### src/rtl/cjb_nbit_arith_unit_seq_v_pkg.sv
// Shared definitions for the cjbRISC sequential arithmetic unit:
// function codes, FSM state encodings and CNVZ flag bit positions.
package cjb_nbit_arith_unit_seq_v_pkg;

  localparam int FUNC_W = 3;

  localparam logic [FUNC_W-1:0] FUNC_ADD  = 3'b000;
  localparam logic [FUNC_W-1:0] FUNC_SUB  = 3'b001;
  localparam logic [FUNC_W-1:0] FUNC_ADDK = 3'b010;
  localparam logic [FUNC_W-1:0] FUNC_SUBK = 3'b011;
  localparam logic [FUNC_W-1:0] FUNC_MUL  = 3'b100;
  localparam logic [FUNC_W-1:0] FUNC_MULH = 3'b101;

  typedef enum logic [1:0] {
    ST_IDLE = 2'b00,
    ST_MULT = 2'b01,
    ST_FIN  = 2'b10
  } state_e;

  localparam int FLAG_C = 3;
  localparam int FLAG_N = 2;
  localparam int FLAG_V = 1;
  localparam int FLAG_Z = 0;

  // MUL and MULH take the multi-cycle shift-add path; everything else is one pass of the adder.
  function automatic logic is_mul_func(input logic [FUNC_W-1:0] f);
    return (f == FUNC_MUL) || (f == FUNC_MULH);
  endfunction

endpackage

### src/rtl/cjb_nbit_arith_unit_seq_v_if.sv
// Request/result bundle between the control unit (master) and the arithmetic unit (slave).
interface cjb_nbit_arith_unit_seq_v_if
  import cjb_nbit_arith_unit_seq_v_pkg::*;
#(
  parameter int WIDTH   = 8,
  parameter int K_WIDTH = 2
) ();

  logic               Start;
  logic [FUNC_W-1:0]  Func_Sel;
  logic [WIDTH-1:0]   Operand_X;
  logic [WIDTH-1:0]   Operand_Y;
  logic [K_WIDTH-1:0] Const_K;
  logic               Busy;
  logic               Done;
  logic [WIDTH-1:0]   Arith_Result;
  logic [3:0]         Arith_CNVZ;

  modport master (
    output Start, Func_Sel, Operand_X, Operand_Y, Const_K,
    input  Busy, Done, Arith_Result, Arith_CNVZ
  );

  modport slave (
    input  Start, Func_Sel, Operand_X, Operand_Y, Const_K,
    output Busy, Done, Arith_Result, Arith_CNVZ
  );

endinterface

### src/rtl/cjb_nbit_arith_unit_seq_v_addsub.sv
// Ripple-carry adder built from explicit full-adder cells; overflow is the
// exclusive-or of the carries into and out of the sign bit.
module cjb_nbit_addsub_struc_v #(
  parameter int WIDTH = 8
) (
  input  logic             cin,
  input  logic [WIDTH-1:0] x,
  input  logic [WIDTH-1:0] y,
  output logic [WIDTH-1:0] sum,
  output logic             cout,
  output logic             overflow
);

  logic [WIDTH:0] carry;

  assign carry[0] = cin;

  for (genvar i = 0; i < WIDTH; i++) begin : g_fa
    assign sum[i]       = x[i] ^ y[i] ^ carry[i];
    assign carry[i + 1] = (x[i] & y[i]) | (carry[i] & (x[i] ^ y[i]));
  end

  assign cout     = carry[WIDTH];
  assign overflow = carry[WIDTH] ^ carry[WIDTH-1];

endmodule

### src/rtl/cjb_nbit_arith_unit_seq_v.sv
// Sequential arithmetic unit: single-pass add/sub (+constant) and an unsigned
// shift-add multiplier sharing one adder instance.
//
//   state   | meaning
//   --------+----------------------------------------------------------
//   IDLE    | waiting for Start; operands and function latched on accept
//   MULT    | one shift-add iteration per cycle, WIDTH iterations total
//   FIN     | result and flags written, Done pulses on the following cycle
module cjb_nbit_arith_unit_seq_v
  import cjb_nbit_arith_unit_seq_v_pkg::*;
#(
  parameter int WIDTH   = 8,
  parameter int K_WIDTH = 2
) (
  input  logic Clock,
  input  logic Reset,
  cjb_nbit_arith_unit_seq_v_if.slave bus
);

  localparam int CNT_W = $clog2(WIDTH);
  localparam logic [CNT_W-1:0] CNT_LAST = CNT_W'(WIDTH - 1);

  state_e state_q, state_d;
  logic   accept;

  logic [FUNC_W-1:0]  func_q;
  logic [WIDTH-1:0]   x_q;
  logic [WIDTH-1:0]   y_q;
  logic [K_WIDTH-1:0] k_q;
  logic [CNT_W-1:0]   cnt_q;
  logic [2*WIDTH-1:0] acc_q;

  logic [WIDTH-1:0] result_q, result_d;
  logic [3:0]       cnvz_q, cnvz_d;
  logic             done_q, done_d;

  logic             add_cin;
  logic [WIDTH-1:0] add_x, add_y, add_sum;
  logic             add_cout, add_ovf;
  logic [WIDTH-1:0] k_ext;
  logic [WIDTH-1:0] acc_hi, acc_lo;

  assign k_ext  = WIDTH'(k_q);
  assign acc_hi = acc_q[2*WIDTH-1:WIDTH];
  assign acc_lo = acc_q[WIDTH-1:0];

  // Adder operand selection: accumulate step in MULT, otherwise the latched add/sub operation.
  always_comb begin
    add_x   = x_q;
    add_y   = y_q;
    add_cin = 1'b0;
    if (state_q == ST_MULT) begin
      add_x = acc_hi;
      add_y = x_q;
    end else begin
      case (func_q)
        FUNC_SUB: begin
          add_y   = ~y_q;
          add_cin = 1'b1;
        end
        FUNC_ADDK: add_y = k_ext;
        FUNC_SUBK: begin
          add_y   = ~k_ext;
          add_cin = 1'b1;
        end
        default: add_y = y_q;
      endcase
    end
  end

  cjb_nbit_addsub_struc_v #(.WIDTH(WIDTH)) u_addsub (
    .cin      (add_cin),
    .x        (add_x),
    .y        (add_y),
    .sum      (add_sum),
    .cout     (add_cout),
    .overflow (add_ovf)
  );

  // State register.
  always_ff @(posedge Clock) begin
    if (Reset) state_q <= ST_IDLE;
    else       state_q <= state_d;
  end

  // Next-state logic; a Start during the Done cycle is still treated as busy and dropped.
  always_comb begin
    state_d = state_q;
    accept  = 1'b0;
    case (state_q)
      ST_IDLE: begin
        if (bus.Start && !done_q) begin
          accept  = 1'b1;
          state_d = is_mul_func(bus.Func_Sel) ? ST_MULT : ST_FIN;
        end
      end
      ST_MULT: if (cnt_q == CNT_LAST) state_d = ST_FIN;
      ST_FIN:  state_d = ST_IDLE;
      default: state_d = ST_IDLE;
    endcase
  end

  // Operand latch, iteration counter and shift-add accumulator; the multiplier shifts out of y_q.
  always_ff @(posedge Clock) begin
    if (Reset) begin
      func_q <= FUNC_ADD;
      x_q    <= '0;
      y_q    <= '0;
      k_q    <= '0;
      cnt_q  <= '0;
      acc_q  <= '0;
    end else if (accept) begin
      func_q <= bus.Func_Sel;
      x_q    <= bus.Operand_X;
      y_q    <= bus.Operand_Y;
      k_q    <= bus.Const_K;
      cnt_q  <= '0;
      acc_q  <= '0;
    end else if (state_q == ST_MULT) begin
      if (cnt_q != CNT_LAST) cnt_q <= cnt_q + CNT_W'(1);
      if (y_q[0]) acc_q <= {add_cout, add_sum, acc_lo[WIDTH-1:1]};
      else        acc_q <= {1'b0, acc_q[2*WIDTH-1:1]};
      y_q <= y_q >> 1;
    end
  end

  // Result and flag selection in FIN; outputs hold their value otherwise.
  always_comb begin
    result_d = result_q;
    cnvz_d   = cnvz_q;
    done_d   = 1'b0;
    if (state_q == ST_FIN) begin
      done_d = 1'b1;
      case (func_q)
        FUNC_MUL: begin
          result_d         = acc_lo;
          cnvz_d[FLAG_C]   = |acc_hi;
          cnvz_d[FLAG_V]   = |acc_hi;
          cnvz_d[FLAG_N]   = acc_lo[WIDTH-1];
          cnvz_d[FLAG_Z]   = ~|acc_lo;
        end
        FUNC_MULH: begin
          result_d         = acc_hi;
          cnvz_d[FLAG_C]   = 1'b0;
          cnvz_d[FLAG_V]   = 1'b0;
          cnvz_d[FLAG_N]   = acc_hi[WIDTH-1];
          cnvz_d[FLAG_Z]   = ~|acc_hi;
        end
        default: begin
          result_d         = add_sum;
          cnvz_d[FLAG_C]   = add_cout;
          cnvz_d[FLAG_V]   = add_ovf;
          cnvz_d[FLAG_N]   = add_sum[WIDTH-1];
          cnvz_d[FLAG_Z]   = ~|add_sum;
        end
      endcase
    end
  end

  // Output registers.
  always_ff @(posedge Clock) begin
    if (Reset) begin
      result_q <= '0;
      cnvz_q   <= 4'b0000;
      done_q   <= 1'b0;
    end else begin
      result_q <= result_d;
      cnvz_q   <= cnvz_d;
      done_q   <= done_d;
    end
  end

  // Busy stays high through the Done cycle so it drops together with Done.
  assign bus.Busy         = (state_q != ST_IDLE) || done_q;
  assign bus.Done         = done_q;
  assign bus.Arith_Result = result_q;
  assign bus.Arith_CNVZ   = cnvz_q;

endmodule
### src/flat_wrapper.sv
// flat-port wrapper written by rule: the top's interface ports become plain ports
module cjb_nbit_arith_unit_seq_v_flat import cjb_nbit_arith_unit_seq_v_pkg::*;
#(
  parameter int WIDTH   = 8,
  parameter int K_WIDTH = 2
)
  (Clock, Reset, bus_Start, bus_Func_Sel, bus_Operand_X, bus_Operand_Y, bus_Const_K, bus_Busy, bus_Done, bus_Arith_Result, bus_Arith_CNVZ);
  cjb_nbit_arith_unit_seq_v_if #(.WIDTH(WIDTH), .K_WIDTH(K_WIDTH)) bus_i ();
  input  logic Clock;
  input  logic Reset;
  input wire logic [$bits(bus_i.Start)-1:0] bus_Start;
  input wire logic [$bits(bus_i.Func_Sel)-1:0] bus_Func_Sel;
  input wire logic [$bits(bus_i.Operand_X)-1:0] bus_Operand_X;
  input wire logic [$bits(bus_i.Operand_Y)-1:0] bus_Operand_Y;
  input wire logic [$bits(bus_i.Const_K)-1:0] bus_Const_K;
  output wire logic [$bits(bus_i.Busy)-1:0] bus_Busy;
  output wire logic [$bits(bus_i.Done)-1:0] bus_Done;
  output wire logic [$bits(bus_i.Arith_Result)-1:0] bus_Arith_Result;
  output wire logic [$bits(bus_i.Arith_CNVZ)-1:0] bus_Arith_CNVZ;
  assign bus_i.Start = bus_Start;
  assign bus_i.Func_Sel = bus_Func_Sel;
  assign bus_i.Operand_X = bus_Operand_X;
  assign bus_i.Operand_Y = bus_Operand_Y;
  assign bus_i.Const_K = bus_Const_K;
  assign bus_Busy = bus_i.Busy;
  assign bus_Done = bus_i.Done;
  assign bus_Arith_Result = bus_i.Arith_Result;
  assign bus_Arith_CNVZ = bus_i.Arith_CNVZ;
  cjb_nbit_arith_unit_seq_v #(.WIDTH(WIDTH), .K_WIDTH(K_WIDTH)) u_core (.Clock(Clock), .Reset(Reset), .bus(bus_i));
endmodule
### config.mk
export PLATFORM = sky130hd
export DESIGN_NAME = cjb_nbit_arith_unit_seq_v_flat
export DESIGN_NICKNAME = d
export VERILOG_FILES = /design/src/rtl/cjb_nbit_arith_unit_seq_v_pkg.sv /design/src/rtl/cjb_nbit_arith_unit_seq_v_if.sv /design/src/rtl/cjb_nbit_arith_unit_seq_v_addsub.sv /design/src/rtl/cjb_nbit_arith_unit_seq_v.sv /design/src/flat_wrapper.sv
export SDC_FILE = /design/constraint.sdc
export NUM_CORES = 1
export LEC_CHECK = 0
export ABC_CLOCK_PERIOD_IN_PS = 5200
export BUFFER_PORTS_ARGS = -buffer_cell sky130_fd_sc_hd__buf_2
export CAP_MARGIN = 20
export CORE_ASPECT_RATIO = 0.75
export CORE_UTILIZATION = 58
export CTS_CLUSTER_SIZE = 8
export DETAILED_ROUTE_END_ITERATION = 16
export HOLD_SLACK_MARGIN = 0.08
export PLACE_DENSITY = 0.85
export SLEW_MARGIN = 25
export SYNTH_ARGS = -nofsm -noshare
export SYNTH_HDL_FRONTEND = slang
export SYNTH_HIERARCHICAL = 1
export SYNTH_SLANG_ARGS = --single-unit
### constraint.sdc
create_clock -name Clock -period 5.2 [get_ports Clock]
set_input_delay 0 -clock Clock [delete_from_list [all_inputs] [get_ports Clock]]
set_output_delay 0 -clock Clock [all_outputs]
set_load 0.02 [all_outputs]
==> out/results.txt <==
status = completed
Die ar. = 5397 sq um
VDD IR-drop max = 0.0002206 V
TritonRoute pass-1 iters = 4
P_leak = 1.289 nW
crit share post-route = 92.80%
CTS H-tree depth = 2
CP arrival = 5020 ps
DPL Wire Length = 4756 um
Final Slew Violations = 0
MaxCap Viol Count = 0
Clock Tree Buf Depth = 2
DR DRC count = 0
fillers = 405
Peak Freq = 207.2 MHz
Core Region = 4900 sq um
CTS Buf Count = 5
power per cell area = 263.7 nW/um^2
total power = 0.8927 mW
Worst Path Max Fanout = 11
total gr overflow = 0
largest net degree at the start of global routing = 44
ANT nets after route = 0
Ys Warns = 6
DR vias = 2,734
CP Data Required Time = 5400 ps
placed instance area = 3095 sq um
clk_lat worst skew = 300 ps
Routed WL per cell = 14.41 um
Hold WC Path Type = input pin to flop
Hold Fails Final Rpt = 0
CTS tree = built
number of global-route vias before repair = 2,574
Clock Sinks = 54
RSZ-0062 raised after global routing = no
Top cell by count, worst path = fa_1
GR Util All Layers = 26.99%
Clock Skews = 10.73 ps
Root Buffer = clkbuf_8
P&R area growth vs syn = 14.37%
slowest cell on the critical path = dfxtp_1
Netlist cell types = 34
min Tclk post-route = 4826 ps
Worst setup EP type = flop
buffers and inverters on the worst path = 4
register area share after synthesis = 36.52%
critical path class = flop to flop
Hold Buf Count CTS = 21
routed wire length = 6900 um
Post-CTS Resized = 0
final instance area = 3386 sq um
CP cell instances = nor3b_1 -> a21oi_1 -> o22ai_1 -> o21ai_0 -> fa_1 -> inv_1 -> fa_1 -> inv_1 -> fa_1 -> fa_1 -> fa_1 -> fa_1 -> fa_1 -> inv_1 -> fa_1 -> inv_1 -> mux2i_1 -> a211oi_1
antenna violations before repair = 0
Post-CTS Setup Bufs = 0
cells after synthesis = 379
via/cell ratio = 5.708
TNS Setup = 0 ps
max incr delay on CP = 570 ps
final core occ = 69.10%
row cnt = 22
Hold WS = 134.9 ps
n_diodes = 0
relative slew slack = 36.51%
Slew @ Worst Pin = 947.2 ps
Placer Congestion = 0.8641
io pins = 38
initial core utilization = 60.42%
fraction of layout cells with a size suffix above 1 = 14.32%
Crit path max-delay family = adder cells
setup violators final = 0
startpoint types = flop
chip width = 84.50 um
chip height = 63.87 um
Synth Net Count = 413
Post-Syn Area = 2960 sq um
DR iter-0 viols = 154
register bit total from synthesis = 54
port bufs = 37
synthesized area per cell = 7.811 sq um
Worst-path clk slew = 90 ps
first-pass GRT wire length = 11,690 um
final net count = 453
==> cell type report <==
cell class	instances	area, sq um	share of cell area (%)
clock buffers	7	76.32	2.254
inverters	11	41.29	1.220
multi-input cells	285	1687	49.82
flip-flops and latches	54	1081	31.93
well taps	60	75.07	2.217
repair buffers	62	425.4	12.56
==> sequential cells by signal (all words and copies together) (netlist names) <==
name and cells:
u_core/func_q 3, u_core/y_q 8, u_core/bus.Done 1, u_core/x_q 8, u_core/cnt_q 3, u_core/bus.Arith_Result 7, u_core/bus.Arith_CNVZ 4, u_core/k_q 2
u_core/state_q 2, u_core/acc_q 16
==> worst register-to-register path, delay by kind of cell (launching register included) <==
kind | cells | cell delay (ps)
flops | 1 | 570
compound gates | 4 | 530
mux | 1 | 80
fa+ha+maj | 8 | 2950
simple gates | 1 | 260
buf+inv | 4 | 310
==> synth_stat cells (all sizes together) <==
master / n / area share [%]
a211oi: 11 / 2.8
a21oi: 42 / 7.1
a311oi: 7 / 3.6
a31oi: 1 / 0.21
a41oi: 1 / 0.30
and2: 1 / 0.21
buf: 23 / 4.7
clkbuf: 6 / 0.76
dfxtp: 54 / 37
fa: 8 / 5.4
ha: 2 / 0.85
inv: 11 / 1.4
mux2: 2 / 0.76
mux2i: 16 / 5.4
nand2: 109 / 14
nand2b: 5 / 1.3
nand3: 5 / 0.85
nand4: 1 / 0.21
nor2: 25 / 3.2
nor2b: 7 / 1.5
nor3: 4 / 0.85
nor3b: 2 / 0.51
nor4: 5 / 1.1
o211ai: 8 / 2.0
o21ai: 10 / 1.7
o21bai: 1 / 0.25
o22ai: 6 / 1.3
o31ai: 2 / 0.51
or3: 2 / 0.42
xnor2: 2 / 0.59
==> power by group <==
part | internal, mW | leakage (nW) | switching (mW) | total [mW]
sequential | 0.435 | 0.440 | 0.0236 | 0.459
clock | 0.0931 | 0.0383 | 0.126 | 0.219
combinational | 0.0877 | 0.810 | 0.127 | 0.215
total | 0.616 | 1.29 | 0.276 | 0.893
==> metal layers <==
metal | GRT usage, % | wire (um) | part of all wire (%) | up-vias
li1 | - | - | - | 1364
met1 | 36.07 | 3206 | 46 | 1276
met2 | 45.02 | 3192 | 46 | 90
met3 | 4.393 | 455 | 6.6 | 4
met4 | 8.475 | 45 | 0.65 | 0
met5 | 0 | 0 | 0 | -
==> logic make-up (layout without fill, tap and decap cells) <==
group,Yosys count,count (layout),synth area share (%)
simple gates,166,166,23.88
compound gates,89,89,19.70
flops,54,54,36.52
buf+inv,40,80,6.889
mux,18,18,6.171
fa+ha+maj,10,10,6.255
xor+xnor,2,2,0.5918
==> final timing paths <==
kind         cells past startpoint  slack [ps]                                    start                                 endpoint
min                              5         130                                bus_Start           u_core/state_q[1]$_SDFFE_PP0P_
min reg2reg                      2         460  u_core/bus.Arith_Result[6]$_SDFFE_PP0P_  u_core/bus.Arith_Result[6]$_SDFFE_PP0P_
max                             18         370            u_core/func_q[1]$_SDFFE_PP0P_            u_core/acc_q[14]$_SDFFE_PP0P_
max reg2reg                     18         370            u_core/func_q[1]$_SDFFE_PP0P_            u_core/acc_q[14]$_SDFFE_PP0P_
==> cell usage in the layout (no fill, tap or decap), types with 2 or more instances in the layout <==
cell / n
fa_1: 8
nor2_1: 25
a21oi_1: 42
buf_2: 37
clkbuf_1: 2
o22ai_1: 6
nor3b_1: 2
nor2b_1: 5
o31ai_1: 2
clkbuf_8: 5
mux2i_1: 16
a211oi_1: 11
nor4_1: 5
nand3_1: 5
ha_1: 2
dlygate4sd3_1: 21
buf_4: 4
inv_1: 11
a311oi_2: 7
nand2_1: 109
mux2_2: 2
o211ai_1: 8
xnor2_1: 2
nor3_1: 3
o21ai_0: 10
nand2b_1: 4
dfxtp_1: 54
==> stage by stage <==
step,std cells,setup WS (ps)
floorplan,379,699.2
global placement,451,648.4
CTS,479,395.0
global route,479,118.0
finish,479,374.2
detailed placement,451,429.9
No activity file was read; power rests on OpenSTA's default activity.
